===== src/rtl/regfile_wb_arbiter.sv =====
// ============================================================================
// Module   : regfile_wb_arbiter
// Purpose  : Round-robin writeback scheduler sharing the register-file write
//            port between ALU results and a 2-entry load-return FIFO, with a
//            dedicated stack-pointer path. Optional pending-write scoreboard
//            output enabled by macro WBARB_PENDING_EN.
// Revision : 1.0 - initial release
// ============================================================================
`default_nettype none

module regfile_wb_arbiter #(
  parameter int                WIDTH  = 32,
  parameter int                COUNTP = 4,
  parameter logic [COUNTP-1:0] SPREG  = 4'd15
) (
  input  logic              clk_i,
  input  logic              rst_i,
  input  logic              flush_i,
  input  logic              alu_valid,
  output logic              alu_ready,
  input  logic [COUNTP-1:0] alu_addr,
  input  logic [WIDTH-1:0]  alu_data,
  input  logic [1:0]        alu_en,
  input  logic              mem_valid,
  output logic              mem_ready,
  input  logic [COUNTP-1:0] mem_addr,
  input  logic [WIDTH-1:0]  mem_data,
  input  logic [1:0]        mem_en,
  input  logic              sp_valid,
  input  logic [WIDTH-1:0]  sp_data_i,
  input  logic [1:0]        sp_en_i,
  output logic [COUNTP-1:0] write_addr,
  output logic [WIDTH-1:0]  write_data,
  output logic [1:0]        write_en,
  output logic [WIDTH-1:0]  sp_data_o,
  output logic [1:0]        sp_en
`ifdef WBARB_PENDING_EN
  ,
  output logic [2**COUNTP-1:0] pending_o
`endif
);

  localparam logic GNT_ALU = 1'b0;
  localparam logic GNT_MEM = 1'b1;

  logic [COUNTP-1:0] fifo_addr_q [2];
  logic [WIDTH-1:0]  fifo_data_q [2];
  logic [1:0]        fifo_en_q   [2];

  logic              rd_ptr_q, rd_ptr_d;
  logic              wr_ptr_q, wr_ptr_d;
  logic [1:0]        count_q, count_d;
  logic              last_grant_q, last_grant_d;
  logic [COUNTP-1:0] write_addr_q, write_addr_d;
  logic [WIDTH-1:0]  write_data_q, write_data_d;
  logic [1:0]        write_en_q, write_en_d;
  logic [WIDTH-1:0]  sp_data_q, sp_data_d;
  logic [1:0]        sp_en_q, sp_en_d;

  logic w_alu_elig, w_mem_elig, w_grant_alu, w_grant_mem, w_push;

  // SP collisions are resolved by stalling the general write, never the SP path.
  assign w_alu_elig  = !rst_i && !flush_i && alu_valid &&
                       !(alu_addr == SPREG && sp_valid);
  assign w_mem_elig  = !rst_i && !flush_i && (count_q != 2'd0) &&
                       !(fifo_addr_q[rd_ptr_q] == SPREG && sp_valid);
  assign w_grant_alu = w_alu_elig && (!w_mem_elig || last_grant_q == GNT_MEM);
  assign w_grant_mem = w_mem_elig && !w_grant_alu;

  assign alu_ready   = w_grant_alu;
  assign mem_ready   = !rst_i && !flush_i && (count_q != 2'd2);
  assign w_push      = mem_valid && mem_ready;

  always_comb begin
    count_d      = count_q;
    rd_ptr_d     = rd_ptr_q;
    wr_ptr_d     = wr_ptr_q;
    last_grant_d = last_grant_q;
    write_addr_d = write_addr_q;
    write_data_d = write_data_q;
    write_en_d   = 2'd0;
    if (flush_i) begin
      count_d  = 2'd0;
      rd_ptr_d = 1'b0;
      wr_ptr_d = 1'b0;
    end else begin
      if (w_push)      wr_ptr_d = ~wr_ptr_q;
      if (w_grant_mem) rd_ptr_d = ~rd_ptr_q;
      case ({w_push, w_grant_mem})
        2'b10:   count_d = count_q + 2'd1;
        2'b01:   count_d = count_q - 2'd1;
        default: count_d = count_q;
      endcase
    end
    if (w_grant_alu) begin
      last_grant_d = GNT_ALU;
      write_addr_d = alu_addr;
      write_data_d = alu_data;
      write_en_d   = alu_en;
    end else if (w_grant_mem) begin
      last_grant_d = GNT_MEM;
      write_addr_d = fifo_addr_q[rd_ptr_q];
      write_data_d = fifo_data_q[rd_ptr_q];
      write_en_d   = fifo_en_q[rd_ptr_q];
    end
    sp_en_d   = sp_valid ? sp_en_i : 2'd0;
    sp_data_d = sp_valid ? sp_data_i : sp_data_q;
  end

  always_ff @(posedge clk_i) begin
    if (rst_i) begin
      count_q      <= 2'd0;
      rd_ptr_q     <= 1'b0;
      wr_ptr_q     <= 1'b0;
      last_grant_q <= GNT_MEM;
      write_addr_q <= '0;
      write_data_q <= '0;
      write_en_q   <= 2'd0;
      sp_data_q    <= '0;
      sp_en_q      <= 2'd0;
    end else begin
      count_q      <= count_d;
      rd_ptr_q     <= rd_ptr_d;
      wr_ptr_q     <= wr_ptr_d;
      last_grant_q <= last_grant_d;
      write_addr_q <= write_addr_d;
      write_data_q <= write_data_d;
      write_en_q   <= write_en_d;
      sp_data_q    <= sp_data_d;
      sp_en_q      <= sp_en_d;
    end
  end

  // Entry storage needs no reset: validity is tracked entirely by count_q.
  always_ff @(posedge clk_i) begin
    if (w_push) begin
      fifo_addr_q[wr_ptr_q] <= mem_addr;
      fifo_data_q[wr_ptr_q] <= mem_data;
      fifo_en_q[wr_ptr_q]   <= mem_en;
    end
  end

  assign write_addr = write_addr_q;
  assign write_data = write_data_q;
  assign write_en   = write_en_q;
  assign sp_data_o  = sp_data_q;
  assign sp_en      = sp_en_q;

`ifdef WBARB_PENDING_EN
  logic [1:0] w_entry_vld;

  assign w_entry_vld[0] = (count_q == 2'd2) || (count_q == 2'd1 && rd_ptr_q == 1'b0);
  assign w_entry_vld[1] = (count_q == 2'd2) || (count_q == 2'd1 && rd_ptr_q == 1'b1);

  for (genvar r = 0; r < 2**COUNTP; r++) begin : g_pending
    assign pending_o[r] =
        (write_en_q != 2'd0 && write_addr_q == COUNTP'(r)) ||
        (w_entry_vld[0] && fifo_en_q[0] != 2'd0 && fifo_addr_q[0] == COUNTP'(r)) ||
        (w_entry_vld[1] && fifo_en_q[1] != 2'd0 && fifo_addr_q[1] == COUNTP'(r));
  end
`endif

endmodule

`default_nettype wire

===== config.mk =====
export PLATFORM = sky130hd
export DESIGN_NAME = regfile_wb_arbiter
export DESIGN_NICKNAME = d
export VERILOG_FILES = /design/src/rtl/regfile_wb_arbiter.sv
export SDC_FILE = /design/constraint.sdc
export NUM_CORES = 1
export LEC_CHECK = 0
export ABC_AREA = 1
export CAP_MARGIN = 20
export CORE_UTILIZATION = 32
export DETAILED_ROUTE_END_ITERATION = 10
export PLACE_DENSITY = 0.65
export RECOVER_POWER = 25
export SETUP_SLACK_MARGIN = 0.05
export SLEW_MARGIN = 20
export SYNTH_ARGS = -nofsm -noshare
export SYNTH_HDL_FRONTEND = slang
export SYNTH_SLANG_ARGS = --single-unit

===== constraint.sdc =====
create_clock -name clk_i -period 3.55 [get_ports clk_i]
set_input_delay 0.71 -clock clk_i [delete_from_list [all_inputs] [get_ports clk_i]]
set_output_delay 0.71 -clock clk_i [all_outputs]
set_load 0.005 [all_outputs]

==> results of run 1 <==
[worst register-to-register path, cell delays in order (launching register included)]
cell	delay, ps
dfxtp_2	380
inv_1	100
nand2_1	70
nand2_1	90
nor2_1	150
nand3_2	140
o211ai_4	100
inv_1	80
ha_1	320
o21bai_1	160
a21oi_1	160
o21ai_0	100
a21oi_1	110
[stage by stage]
step,hold WS [ps],total power [mW],std cells,utilization (%),area [um^2]
6_report,483.7,4.068,1041,46.98,8758
5_1_grt,520.3,4.219,1041,46.98,8758
4_1_cts,488.6,4.123,1041,46.98,8758
3_5_place_dp,472.1,2.386,1009,43.91,8187
3_3_place_gp,464.8,2.381,1009,43.91,8187
2_1_floorplan,443.9,2.120,607,-,6070
[logic make-up after synthesis]
group / synth area share [%]
simple gates: 19.75
flops: 63.33
compound gates: 6.638
buf+inv: 4.473
mux: 5.607
fa+ha+maj: 0.2061
[power by group]
group          total [mW]  internal (mW)  switching (mW)
Sequential           1.95           1.93          0.0247
Clock                1.73           1.01           0.722
Combinational       0.386          0.228           0.159
Total                4.07           3.16           0.906
[cell type report]
cell class / instances / area, um^2
clock buffers: 20 / 456.7
clock inverters: 12 / 115.1
fillers: 1771 / 9884
inverters: 20 / 75.07
multi-input cells: 397 / 1969
flip-flops and latches: 154 / 3845
well taps: 234 / 292.8
repair buffers: 204 / 2004
[state kept, by name, summed over array words and instances (netlist names), named ones only]
register and flops:
count_q 2, fifo_addr_q 8, fifo_data_q 64, fifo_en_q 4, last_grant_q 1, rd_ptr_q 1, sp_data_o 32, sp_en 2
wr_ptr_q 1, write_addr 4, write_data 32, write_en 2
[metal layers]
metal	GRT usage, %	wire length, um	up-vias
li1	-	-	2414
met1	20.79	6999	2208
met2	28.00	7771	113
met3	2.719	519	23
met4	6.940	353	0
met5	0	0	-
[layout by cell type (no fill, tap or decap), types with 2 or more instances in the layout]
master           instances
nor2_1                 162
clkdlybuf4s50_1        151
dfxtp_1                 77
edfxtp_1                76
nand3_1                 60
nand2_1                 54
dlygate4sd3_1           38
o21ai_0                 37
mux2i_1                 34
a21oi_1                 20
inv_1                   18
clkbuf_16               17
buf_4                   15
o21ai_1                 13
clkinv_4                 5
inv_2                    2
nand2_4                  2
nor2_2                   2
nand3_2                  2
nor2_4                   2
and3_1                   2
nand2_2                  2
inv_6                    2
clkinvlp_4               2
clkbuf_8                 2
[path summary, 6_finish.rpt]
path                              endpoint        from  depth (start not counted)
worst max register to register  count_q[1]        flop                         12
worst max-delay path             alu_ready    sp_valid                          8
worst min-delay path            count_q[1]  count_q[1]                          1
worst min register to register  count_q[1]  count_q[1]                          1
==> metrics.md, run 1 <==
| Metric | Value |
|---|---|
| Critical-path cell list | clkdlybuf4s50_1, inv_1, nor2_1, nand3_2, nand3_2, nand2_1, inv_1, clkdlybuf4s50_1 |
| Core area | 18,640 um^2 |
| Max Cap Viol | 0 |
| CP max-delay cell | clkdlybuf4s50_1 |
| Crit path time final | 3052 ps |
| CTS resizes | 0 |
| Std cell rows | 50 |
| Final setup vio count | 0 |
| Antenna diodes | 0 |
| Largest net degree at the start of global routing | 51 |
| Sequential fraction of the synthesis area | between 60% and 70% |
| Period utilization | between 80% and 90% |
| CP Data Arrival Time | 2340 ps |
| Tightest Pin Transition | 623.0 ps |
| Area of the die | 19,520 um^2 |
| WP buf/inv | 4 |
| Cell family contributing the most delay on the critical path | buffers and inverters |
| ANT nets after route | 0 |
| Synth top cells by count | nor2_1, dfxtp_1, edfxtp_1, nand3_1, nand2_1 |
| Avg Cell Area, Syn | roughly 10 um^2 |
| # nets final | roughly 910 |
| Ys async rst share | 0% |
| Syn Nets | 724 |
| Depth of the CTS H-tree | 4 |
| Die H | approximately 140 um |
| Total setup buffers inserted after CTS | 0 |
| Ports | between 150 and 200 |
| CTS tree | yes |
| Unrepaired setup endpoints after global routing | false |
| CP max FO | 3 |
| P_leak | ~3.3 nW |
| CTS Buf Count | 17 |
| R2R Setup Slk | 1550 ps |
| Clk_lat worst skew | around 420 ps |
| Drt via density | 4.571 |
| Critical Path Max Stage Delay | 520 ps |
| Max_slew headroom | 58.47% |
| Vias in the first global route | 4,686 |
| Layout cell share with drive strength beyond 1 | under 10% |
| Gr ovfl total | 0 |
| CTS Root Cell | clkbuf_16 |
| Global-route wire length before repair | 24,860 um |
| Worst path required time | 2840 ps |
| Initial detailed-routing violation count | 259 |
| Power Dens Cells | 464.4 nW/um^2 |
| Tot GR Track Use | 16.51% |
| Synthesized instance count | 607 |
| Dpl hpwl | ~10,000 um |
| Post-synth cell types | 26 |
| Status | finished, final reports clean |
| WL/cell | 15.03 um |
| Prevailing post-synth register cell | dfxtp_1 |
| Area delta synth->final | 44.30% |
| CTS sink count | 154 |
| Via count | 4,758 |
| Max-slew violations | 0 |
| Maximum clock rate | 0.3277 GHz |
| Setup TNS | 0 ps |
| Longest Clk Path Bufs | 2 |
| # hold bufs at CTS | 0 |
| Post-route DRC | 0 |
| GP Congestion | 0.7552 |
| Crit path capture type | output pin |
| CP Class | input port to output pin |
| Final Hold Fails | 0 |
| Initial Utilization | 32.56% |
| Peak supply drop | 0.2988 mV |
| Mapped cell area | 6070 um^2 |
| Synth top area share | 37.60% |
| Flip-flop and latch count after synthesis | roughly 150 |
| Yosys warning count | 0 |
| Post-synth top area cell | edfxtp_1 |
| Main area contributors after synthesis | edfxtp_1, dfxtp_1, nor2_1 |
| Drt first pass iters | 5 |
| Worst Skew | 11.74 ps |
| HP Class | flop to flop |
| EDFF count, synth | 76 |
| Drt total wl | roughly 16,000 um |
| Initial antenna violation count | 0 |
| Most frequent cell after synthesis | nor2_1 |
| Type of origin of the critical path | input port |
| Die width | 139.7 um |
| Post-route setup slack | between 400 and 500 ps |
| Port Buffer Count | 189 |
| Dpl ws | about 460 ps |
| Clk pin slew, worst setup/hold paths | 60 ps |
Note: power is estimated with default switching activity, not from simulation.
==> run 2, diff against run 1 <==
--- a/config.mk
+++ b/config.mk
@@ -7,6 +7,7 @@
 export LEC_CHECK = 0
 export ABC_AREA = 1
 export CAP_MARGIN = 20
+export CORE_MARGIN = 2
 export CORE_UTILIZATION = 32
 export DETAILED_ROUTE_END_ITERATION = 10
 export PLACE_DENSITY = 0.65
==> run 2 against run 1 <==
First-iteration DRC count increased by 11%; setup slack got worse by 6.7 ps; combinational power about the same; critical path type unchanged.
==> metrics.md, run 2 (same netlist as run 1, synthesis figures left out) <==
| Metric | Value |
|---|---|
| HP Class | flop to flop |
| CP Data Arrival Time | 2350 ps |
| Max-slew violations | 0 |
| Drt first pass iters | 4 |
| CTS tree | yes |
| CTS Root Cell | clkbuf_16 |
| Layout cell share with drive strength beyond 1 | 7.311% |
| Initial detailed-routing violation count | 287 |
| GP Congestion | 0.7499 |
| Final setup vio count | 0 |
| Area of the die | 20,080 um^2 |
| Setup TNS | 0 ps |
| Ports | 190 |
| Initial antenna violation count | 1 |
| Largest net degree at the start of global routing | 51 |
| Status | finished, final reports clean |
| # hold bufs at CTS | 0 |
| Critical Path Max Stage Delay | 520 ps |
| Clk_lat worst skew | 420 ps |
| Crit path time final | 3059 ps |
| Dpl hpwl | 10,770 um |
| ANT nets after route | 0 |
| Final Hold Fails | 0 |
| Type of origin of the critical path | input port |
| CTS sink count | 154 |
| Peak supply drop | 0.3338 mV |
| CP max-delay cell | clkdlybuf4s50_1 |
| Initial Utilization | 32.56% |
| Overall Power | 4.130 mW |
| # nets final | between 900 and 1,000 |
| Unrepaired setup endpoints after global routing | false |
| Max reg flops | 64 |
| Post-route DRC | 0 |
| Port Buffer Count | 189 |
| Crit path capture type | output pin |
| WL/cell | between 15 and 20 um |
| Std cell rows | 50 |
| Gr ovfl total | 0 |
| Worst path required time | 2840 ps |
| Vias in the first global route | 4,873 |
| Leading cell types in the layout, fill and taps excluded | nor2_1, clkdlybuf4s50_1, dfxtp_1 |
| Area delta synth->final | 44.63% |
| Core area | 18,640 um^2 |
| P_leak | 3.313 nW |
| Placed Instances | 1,009 |
| Clk pin slew, worst setup/hold paths | about 60 ps |
| Tightest Pin Transition | ~580 ps |
| Via count | 4,843 |
| CTS resizes | 0 |
| Longest Clk Path Bufs | 2 |
| Total setup buffers inserted after CTS | 0 |
| Post-Layout Cell Count | 1,041 |
| CP max FO | 6 |
| Antenna diodes | 0 |
| Critical-path cell list | clkdlybuf4s50_1, inv_2, nand2_4, nor2_2, o21ai_4, inv_2, nand2_1, inv_1, clkdlybuf4s50_1 |
| Cell family contributing the most delay on the critical path | buffers and inverters |
| Reg with most FFs | fifo_data_q |
| Global-route wire length before repair | 25,270 um |
| Commonest non-fill, non-tap cell in the layout | nor2_1 |
| CP Class | input port to output pin |
| Depth of the CTS H-tree | 4 |
| Drt via density | 4.652 |
| Max_slew headroom | 61.08% |
| Tot GR Track Use | between 10% and 20% |
| Period utilization | 86.16% |
| Power Dens Cells | 470.5 nW/um^2 |
| Maximum clock rate | around 0.33 GHz |
| Worst Skew | 9.718 ps |
| Max Cap Viol | 0 |
| WP buf/inv | 5 |
| CTS Buf Count | 17 |
| Drt total wl | between 15,000 and 20,000 um |
| Die H | between 100 and 150 um |
| Die width | between 100 and 150 um |
==> run 2: report_power, final <==
part / total (mW) / internal [mW] / switching (mW)
sequential: 1.95 / 1.93 / 0.0250
combinational: 0.386 / 0.228 / 0.159
clock: 1.79 / 1.09 / 0.702
total: 4.13 / 3.25 / 0.885
==> run 2: final timing paths <==
check	start	to	slack, ps	cells after the start
min	count_q[1]	count_q[1]	480	1
max	rst_i	alu_ready	490	9
max reg2reg	flop	write_addr[3]	1380	11
min reg2reg	count_q[1]	count_q[1]	480	1
==> run 2: cell type report <==
cell class              instances  area [um^2]
clock inverters                 9        80.08
fillers                      1725         9864
multi-input cells             397         1969
flip-flops and latches        154         3845
well taps                     234        292.8
repair buffers                204         2004
inverters                      20        75.07
clock buffers                  23        511.7
==> run 2: worst reg2reg max path: stages (launching register included) <==
cell and delay (ps):
dfxtp_2 470, inv_1 130, nand2_1 70, nand2_1 100, nor2_1 160, nand3_2 150
nand3_2 100, buf_4 470, nand3_1 220, nand2_1 110, nor2_1 50, nor2_1 70
==> run 2: through the flow <==
| step | setup WS [ps] | hold WS (ps) | util [%] | instance area, um^2 |
|---|---|---|---|---|
| 2_1_floorplan | 318.5 | 443.9 | - | 6070 |
| 3_3_place_gp | 452.5 | 467.6 | 43.91 | 8187 |
| 3_5_place_dp | 468.7 | 470.3 | 43.91 | 8187 |
| 4_1_cts | 462.0 | 482.0 | 47.09 | 8778 |
| 5_1_grt | 374.5 | 496.1 | 47.09 | 8778 |
| 6_report | 491.4 | 483.0 | 47.09 | 8778 |
==> run 2: per-layer routing <==
| layer | track usage (%) | part of all wire (%) |
|---|---|---|
| met4 | 6.579 | 2.1 |
| met5 | 0 | 0 |
| met3 | 3.037 | 3.6 |
| met2 | 26.70 | 49 |
| met1 | 20.76 | 45 |
